===== config.mk =====
export PLATFORM = sky130hd
export DESIGN_NAME = usi_bus_fabric
export DESIGN_NICKNAME = d
export VERILOG_FILES = /design/src/rtl/usi_bus_fabric.sv
export SDC_FILE = /design/constraint.sdc
export NUM_CORES = 1
export LEC_CHECK = 0
export CAP_MARGIN = 20
export CORE_AREA = 2 2 175 177
export CTS_BUF_LIST = sky130_fd_sc_hd__clkbuf_16
export CTS_CLUSTER_DIAMETER = 200
export DETAILED_ROUTE_END_ITERATION = 6
export DIE_AREA = 0 0 177 179
export PLACE_DENSITY = 0.55
export RECOVER_POWER = 25
export SLEW_MARGIN = 20
export SYNTH_ARGS = -nofsm -noshare
export SYNTH_HDL_FRONTEND = slang
export SYNTH_SLANG_ARGS = --single-unit

===== constraint.sdc =====
create_clock -name iUsiClk -period 2.1 [get_ports iUsiClk]
set_input_delay 0.21 -clock iUsiClk [delete_from_list [all_inputs] [get_ports iUsiClk]]
set_output_delay 0.21 -clock iUsiClk [all_outputs]
set_load 0.05 [all_outputs]

===== src/rtl/usi_bus_fabric.sv =====
// USI bus fabric: decodes the master address to one of pSlaveNum peripheral blocks,
// issues one-hot write/read strobes and closes every transaction with Vd (plus Err on miss/timeout).
module usi_bus_fabric #(
    parameter int                  pSlaveNum  = 9,
    parameter int                  pDataBit   = 32,
    parameter int                  pAdrsBit   = 16,
    parameter int                  pBlockBit  = 8,
    parameter int                  pBlockBase = 1,
    parameter int                  pTimeout   = 255,
    parameter logic [pDataBit-1:0] pErrData   = 32'hDEADBEEF
) (
    input  logic                          iUsiClk,
    input  logic                          iUsiRst,
    input  logic [pDataBit-1:0]           iMUsiWd,
    input  logic [pAdrsBit-1:0]           iMUsiAdrs,
    input  logic                          iMUsiWCke,
    input  logic                          iMUsiRCke,
    output logic [pDataBit-1:0]           oMUsiRd,
    output logic                          oMUsiVd,
    output logic                          oMUsiErr,
    output logic                          oMUsiBusy,
    output logic [pDataBit-1:0]           oSUsiWd,
    output logic [pAdrsBit-1:0]           oSUsiAdrs,
    output logic [pSlaveNum-1:0]          oSUsiWCke,
    output logic [pSlaveNum-1:0]          oSUsiRCke,
    input  logic [pDataBit*pSlaveNum-1:0] iSUsiRd,
    input  logic [pSlaveNum-1:0]          iSUsiVd
);
    localparam int cIdxBit = (pSlaveNum > 1) ? $clog2(pSlaveNum) : 1;
    localparam int cCntBit = $clog2(pTimeout + 1);
    localparam logic [cCntBit-1:0] cCntLast = cCntBit'(pTimeout - 1);

    typedef enum logic [2:0] {
        IDLE,
        WSTB,
        RSTB,
        RWAIT,
        DONE,
        ERR
    } state_t;

    state_t               stateReg, stateNext;
    logic [cIdxBit-1:0]   idxReg, idxNext;
    logic [cCntBit-1:0]   cntReg, cntNext;
    logic [pDataBit-1:0]  rdReg, rdNext;
    logic [pDataBit-1:0]  wdReg;
    logic [pAdrsBit-1:0]  adrsReg;
    logic                 accept;

    // Block decode on the live master address
    logic [pBlockBit-1:0] blockId;
    logic                 blockHit;
    logic [cIdxBit-1:0]   blockIdx;

    assign blockId  = iMUsiAdrs[pAdrsBit-1 -: pBlockBit];
    assign blockHit = (32'(blockId) >= 32'(pBlockBase)) &&
                      (32'(blockId) <  32'(pBlockBase + pSlaveNum));
    assign blockIdx = cIdxBit'(blockId - pBlockBit'(pBlockBase));

    logic [pDataBit-1:0] slaveRd [pSlaveNum];
    logic                selVd;

    generate
        for (genvar gi = 0; gi < pSlaveNum; gi++) begin : gSlave
            assign slaveRd[gi]   = iSUsiRd[gi*pDataBit +: pDataBit];
            assign oSUsiWCke[gi] = (stateReg == WSTB) && (idxReg == cIdxBit'(gi));
            assign oSUsiRCke[gi] = (stateReg == RSTB) && (idxReg == cIdxBit'(gi));
        end
    endgenerate

    assign selVd = iSUsiVd[idxReg];

    always_comb begin
        stateNext = stateReg;
        idxNext   = idxReg;
        cntNext   = cntReg;
        rdNext    = rdReg;
        accept    = 1'b0;
        case (stateReg)
            IDLE: begin
                if (iMUsiWCke || iMUsiRCke) begin
                    accept  = 1'b1;
                    idxNext = blockIdx;
                    if (!blockHit) begin
                        stateNext = ERR;
                        // write wins a collision, so only a pure read miss loads the error word
                        if (!iMUsiWCke) begin
                            rdNext = pErrData;
                        end
                    end else begin
                        stateNext = iMUsiWCke ? WSTB : RSTB;
                    end
                end
            end
            WSTB: stateNext = DONE;
            RSTB: begin
                stateNext = RWAIT;
                cntNext   = '0;
            end
            RWAIT: begin
                if (selVd) begin
                    rdNext    = slaveRd[idxReg];
                    stateNext = DONE;
                end else if (cntReg == cCntLast) begin
                    rdNext    = pErrData;
                    stateNext = ERR;
                end else begin
                    cntNext = cntReg + 1'b1;
                end
            end
            DONE:    stateNext = IDLE;
            ERR:     stateNext = IDLE;
            default: stateNext = IDLE;
        endcase
    end

    always_ff @(posedge iUsiClk) begin
        if (iUsiRst) begin
            stateReg <= IDLE;
            idxReg   <= '0;
            cntReg   <= '0;
            rdReg    <= '0;
            wdReg    <= '0;
            adrsReg  <= '0;
        end else begin
            stateReg <= stateNext;
            idxReg   <= idxNext;
            cntReg   <= cntNext;
            rdReg    <= rdNext;
            if (accept) begin
                wdReg   <= iMUsiWd;
                adrsReg <= iMUsiAdrs;
            end
        end
    end

    assign oMUsiRd   = rdReg;
    assign oMUsiVd   = (stateReg == DONE) || (stateReg == ERR);
    assign oMUsiErr  = (stateReg == ERR);
    assign oMUsiBusy = (stateReg != IDLE);
    assign oSUsiWd   = wdReg;
    assign oSUsiAdrs = adrsReg;

endmodule

# Word-level counts from Yosys, hierarchy flattened
# Index checks and enable logic that the tools add are counted.
# word_totals
register_bits	95
output_inout_bits	101
wordCells	85
# op_classes
n_addsub	2
n_lt_le_gt_ge	4
eq_ne	20
mux	22
bitwise_logic	1
reduce_logical	30
# op_table
operator	n
$mux W32	7
$bmux W32 S4	1
$pmux W32 S2	1
$logic_and A1 B1 Y1	19
$eq A4 B3 Y1 const B	4
$mux W8	2
$pmux W8 S2	1
$mux W3	4
$pmux W3 S4	1
$ne A2 B2 Y1 const B	5
$add A8 B1 Y8 const B	1
$eq A4 B2 Y1 const B	2
$eq A8 B8 Y1 const B	1
$ge A8 B1 Y1 const B	1
$lt A8 B4 Y1 const B	1
$eq A3 B2 Y1 const B	2
$eq A3 B3 Y1 const B	2
$ge A5 B5 Y1 const B	1
$lt A4 B5 Y1 const B	1
$not A4 Y5	1
$reduce_and A5 Y1	1
$bmux W1 S4	1
$eq A4 B1 Y1 const B	1
$eq A4 B4 Y1 const B	1
12 further kinds	17

# Longest topological paths before layout
# depth
ltp_word	6
ltp_mapped	8

# Least setup slack after synthesis
# OpenSTA, ideal clock, no wires.
# synth_timing
path_kind	flip-flop to output port
start	reg idxReg[2]
end	out oSUsiWCke[4]
arrival_time_ps	2425
path_slack_ps	-535
stages_incl_launch_ff	7
path_buffers	3
path_cell_list	dfxtp_1 -> clkbuf_1 -> nor2b_1 -> clkbuf_1 -> clkbuf_1 -> nand2_1 -> nor3_1
# synth_via
elab_chain_len	2
# synth_lines
item	line	source
from (decl)	43	logic [cIdxBit-1:0] idxReg, idxNext;
from (signal assigned)	127	idxReg <= idxNext;
$eq A4 B3 Y1	66	assign oSUsiWCke[gi] = (stateReg == WSTB) && (idxReg == cIdxBit'(gi));
$logic_and A1 B1 Y1	66	
to (decl)	24	output logic [pSlaveNum-1:0] oSUsiWCke,
# No other way between the ends.

# Worst setup path after layout
# layout_timing
start	reg idxReg[0]
end	reg rdReg[22] (netlist: oMUsiRd[22])
# layout_via
elab_chain_len	6
word_cells_on_any_way	10
cone_classes	eq/ne (1); mux (7); bitwise (1); reduce/logical (1)
# layout_lines
item	line	source
$not A4 Y5 (not written as such)	102	rdNext = slaveRd[idxReg];
$bmux W32 S4	102	
$mux W32 (not written as such) (2 in a row)	102	
$mux W32	101	if (selVd) begin
$pmux W32 S2	79	case (stateReg)
to (signal assigned)	129	rdReg <= rdNext;
to (decl)	45	logic [pDataBit-1:0] rdReg, rdNext;
# Several ways; a longest one is shown, not always the timed one. The select of a mux whose other input is x is not followed.
# A chain may end at the register's enable or synchronous reset.

==> results_dict.tcl <==
set metrics [dict create \
    fill_cells 3011 \
    finalMaxSlewViolations 0 \
    routed_wl_microns 29900 \
    crit_top_cell "buf_12" \
    p_leak_nw 4.36 \
    layout_commonest_cell "clkdlybuf4s50_1" \
    tightest_slew_ns 0.746 \
    die_w_microns 177 \
    antenna_cells 0 \
    start_util 0.200 \
    maxSlewHeadroom 0.505 \
    htreeDepth 3 \
    synth-main-ff-cell "dfxtp_1" \
    path_clk_slew_ns 0.08 \
    rows 64 \
    num_vias 7058 \
    synth_edf_count 0 \
    fin_worst_skew_ns 0.0153 \
    route.detailed.drc 0 \
    synth_nets 1023 \
    hold_viol 0 \
    min_path_cells 3 \
    layout_common_cells "clkdlybuf4s50_1 (418), nand2_1 (139), dfxtp_1 (92)" \
    rr_worst_depth 7 \
    syn_area_sq_um 6000 \
    cp_top_family "compound AO/OA/AOI/OAI gates" \
    hpwl_microns 24000 \
    crit_cells 7 \
    finalNetCount 1482 \
    fin_util 0.400 \
    ys_seq_area_frac 0.317 \
    drive_gt1_frac 0.183 \
    die-area_sq_um 31700 \
    dpl_cell_area_sq_um 11500 \
    setup_viol 0 \
    antenna_found_initial 3 \
    ant_nets 0 \
    fmax_ghz 0.479 \
    period_needed_ns 2.09 \
    crit_slowest_cell "mux4_2" \
    vias_per_cell 4.61 \
    crit_type "reg -> reg" \
    core_area_sq_um 30000 \
    synth-seq-cells 95 \
    status "finished clean" \
    power_density_nw_per_um2 669 \
    pin_count 450 \
    io_buffers 449 \
    wire_per_inst_microns 19.5 \
    dp_worst_setup_slack_ns -0.568 \
    postCtsHoldBufs 0 \
    grt_pass1_vias 7230 \
    syn_to_final_growth_pct 99.9 \
    yosysTopAreaCell "dfxtp_1" \
    cts_tree "built" \
    max-vdd-ir-drop_v 0.000413 \
    fin_crit_sh 0.993 \
    setup.worst_path.end_class "register" \
    synth_area_leaders "dfxtp_1 (32%), mux4_2 (24%), nand2_1 (8.9%)" \
    cap_viol_max_count 0 \
    clockBufferDepth 2 \
    fin_ws_ns 0.0137 \
    cp.arrival_ns 2.34 \
    cp_cell_sequence "mux4_2, and2_4, buf_12, o31ai_4, buf_12, a2111oi_1, a31o_2" \
    slowest_delay_ns 0.50 \
    ys_async_sr_fraction 0 \
    synth_area_per_cell_sq_um 8.96 \
    syn-instance-count 670 \
    critPathLaunchType "register" \
    ff2ff_setup_slack_ns 0.01 \
    grt_pass1_wl_microns 43600 \
    cts.sink_count 95 \
    worstPathMaxFanout 23 \
    first_pass_iters 4 \
    fp.dieH_microns 179 \
    drtIter0Drc 230 \
    yosys_warnings 0 \
    clkLatencyLatePin_ns 0.36 \
    synth_top_area_frac 0.317 \
    grt_usage 0.182 \
    hold_path.class "in -> reg" \
    numCtsBuffers 9 \
    root_buffer "clkbuf_16" \
    overflow 0 \
    place.gp.congestion 0.895 \
    grt_max_degree 53 \
    cp.required_ns 2.35 \
    yosys.cell_types.count 52 \
    cp_num_buf_inv 2 \
    rsz0062_at_grt "true" \
    fin_area_sq_um 12000 \
]
layout make-up:
type	instances	area (sq um)	area share
flip-flops and latches	95	1910	0.159
inverters	32	120	0.0100
clock inverters	7	81.3	0.00678
multi-input cells	481	3850	0.321
repair buffers	510	5320	0.443
well taps	396	495	0.0413
clock buffers	9	225	0.0188
where the power goes:
group	switching, mW	leakage [nW]	internal [mW]
clock network	0.860	0.150	0.859
logic	2.18	3.43	2.01
registers	0.118	0.781	2.00
total	3.16	4.36	4.87
synthesized netlist by cell type (all sizes together) (2+ instances only):
| library cell | n |
|---|---|
| a31oi | 3 |
| ha | 4 |
| nor2b | 3 |
| nand2 | 142 |
| nand3b | 2 |
| nor3b | 3 |
| or3 | 5 |
| clkbuf | 44 |
| a21oi | 74 |
| mux2i | 7 |
| a221oi | 8 |
| buf | 18 |
| nand2b | 2 |
| nor3 | 8 |
| nand3 | 4 |
| and3b | 3 |
| a2111oi | 8 |
| a22oi | 24 |
| and3 | 4 |
| a211oi | 4 |
| mux4 | 65 |
| and2 | 2 |
| a31o | 8 |
| nor2 | 26 |
| nand4 | 2 |
| or2 | 2 |
| o21ai | 53 |
| dfxtp | 95 |
| inv | 32 |
sequential cells by signal (all words and copies together) (netlist names):
| signal | flops |
|---|---|
| oMUsiRd | 32 |
| oSUsiWd | 32 |
| oSUsiAdrs | 16 |
| cntReg | 8 |
| idxReg | 4 |
| stateReg | 3 |
through the flow:
stage               power [mW]  TNS (ns)  instances  hold WS, ns
detailed placement        6.28    -17.44       1505        0.437
global placement          6.26    -15.74       1505        0.431
global route              8.52     -1.86       1530        0.274
finish                    8.03         0       1530        0.265
floorplan                 4.42     -1.50        670        0.346
CTS                       8.13         0       1528        0.253
cell families (layout without fill, tap and decap cells):
kind of cell,after synthesis,in the layout,share of synthesized area
AND/OR/NAND/NOR,214,214,0.160
buffers and inverters,94,558,0.0654
multiplexers,72,72,0.255
adder cells (fa/ha/maj),4,4,0.00834
flip-flops,95,95,0.317
XOR/XNOR,2,2,0.00292
AO/OA/AOI/OAI,189,189,0.191
worst register-to-register path: cells and delay by family (launching register included):
family	cells	cell delay, ns
AO/OA/AOI/OAI	3	0.54
buffers and inverters	2	0.32
flip-flops	1	0.42
multiplexers	1	0.50
AND/OR/NAND/NOR	1	0.19
worst paths after layout:
kind                            start                        end
min reg2reg  oMUsiRd[12]$_SDFFE_PP0P_   oMUsiRd[12]$_SDFFE_PP0P_
max            idxReg[0]$_SDFFE_PP0P_   oMUsiRd[22]$_SDFFE_PP0P_
max reg2reg    idxReg[0]$_SDFFE_PP0P_   oMUsiRd[22]$_SDFFE_PP0P_
min                      iMUsiAdrs[8]  oSUsiAdrs[8]$_SDFFE_PP0P_
metal layers:
metal	vias to the layer above	GRT usage	part of all wire
met5	-	0	0.0011
met2	293	0.320	0.50
met3	29	0.0536	0.082
li1	3369	-	-
met4	6	0.0486	0.018
met1	3361	0.214	0.40
repair_timing:
item                                    4_1_cts  5_1_grt
pin swaps                                     7        1
cloned                                        1        1
endpoints found under the setup margin       38       41
endpoints found under the hold margin         0        0
resized for setup                            20       37
buffers inserted                              6        1
No activity file was read; power rests on OpenSTA's default activity.
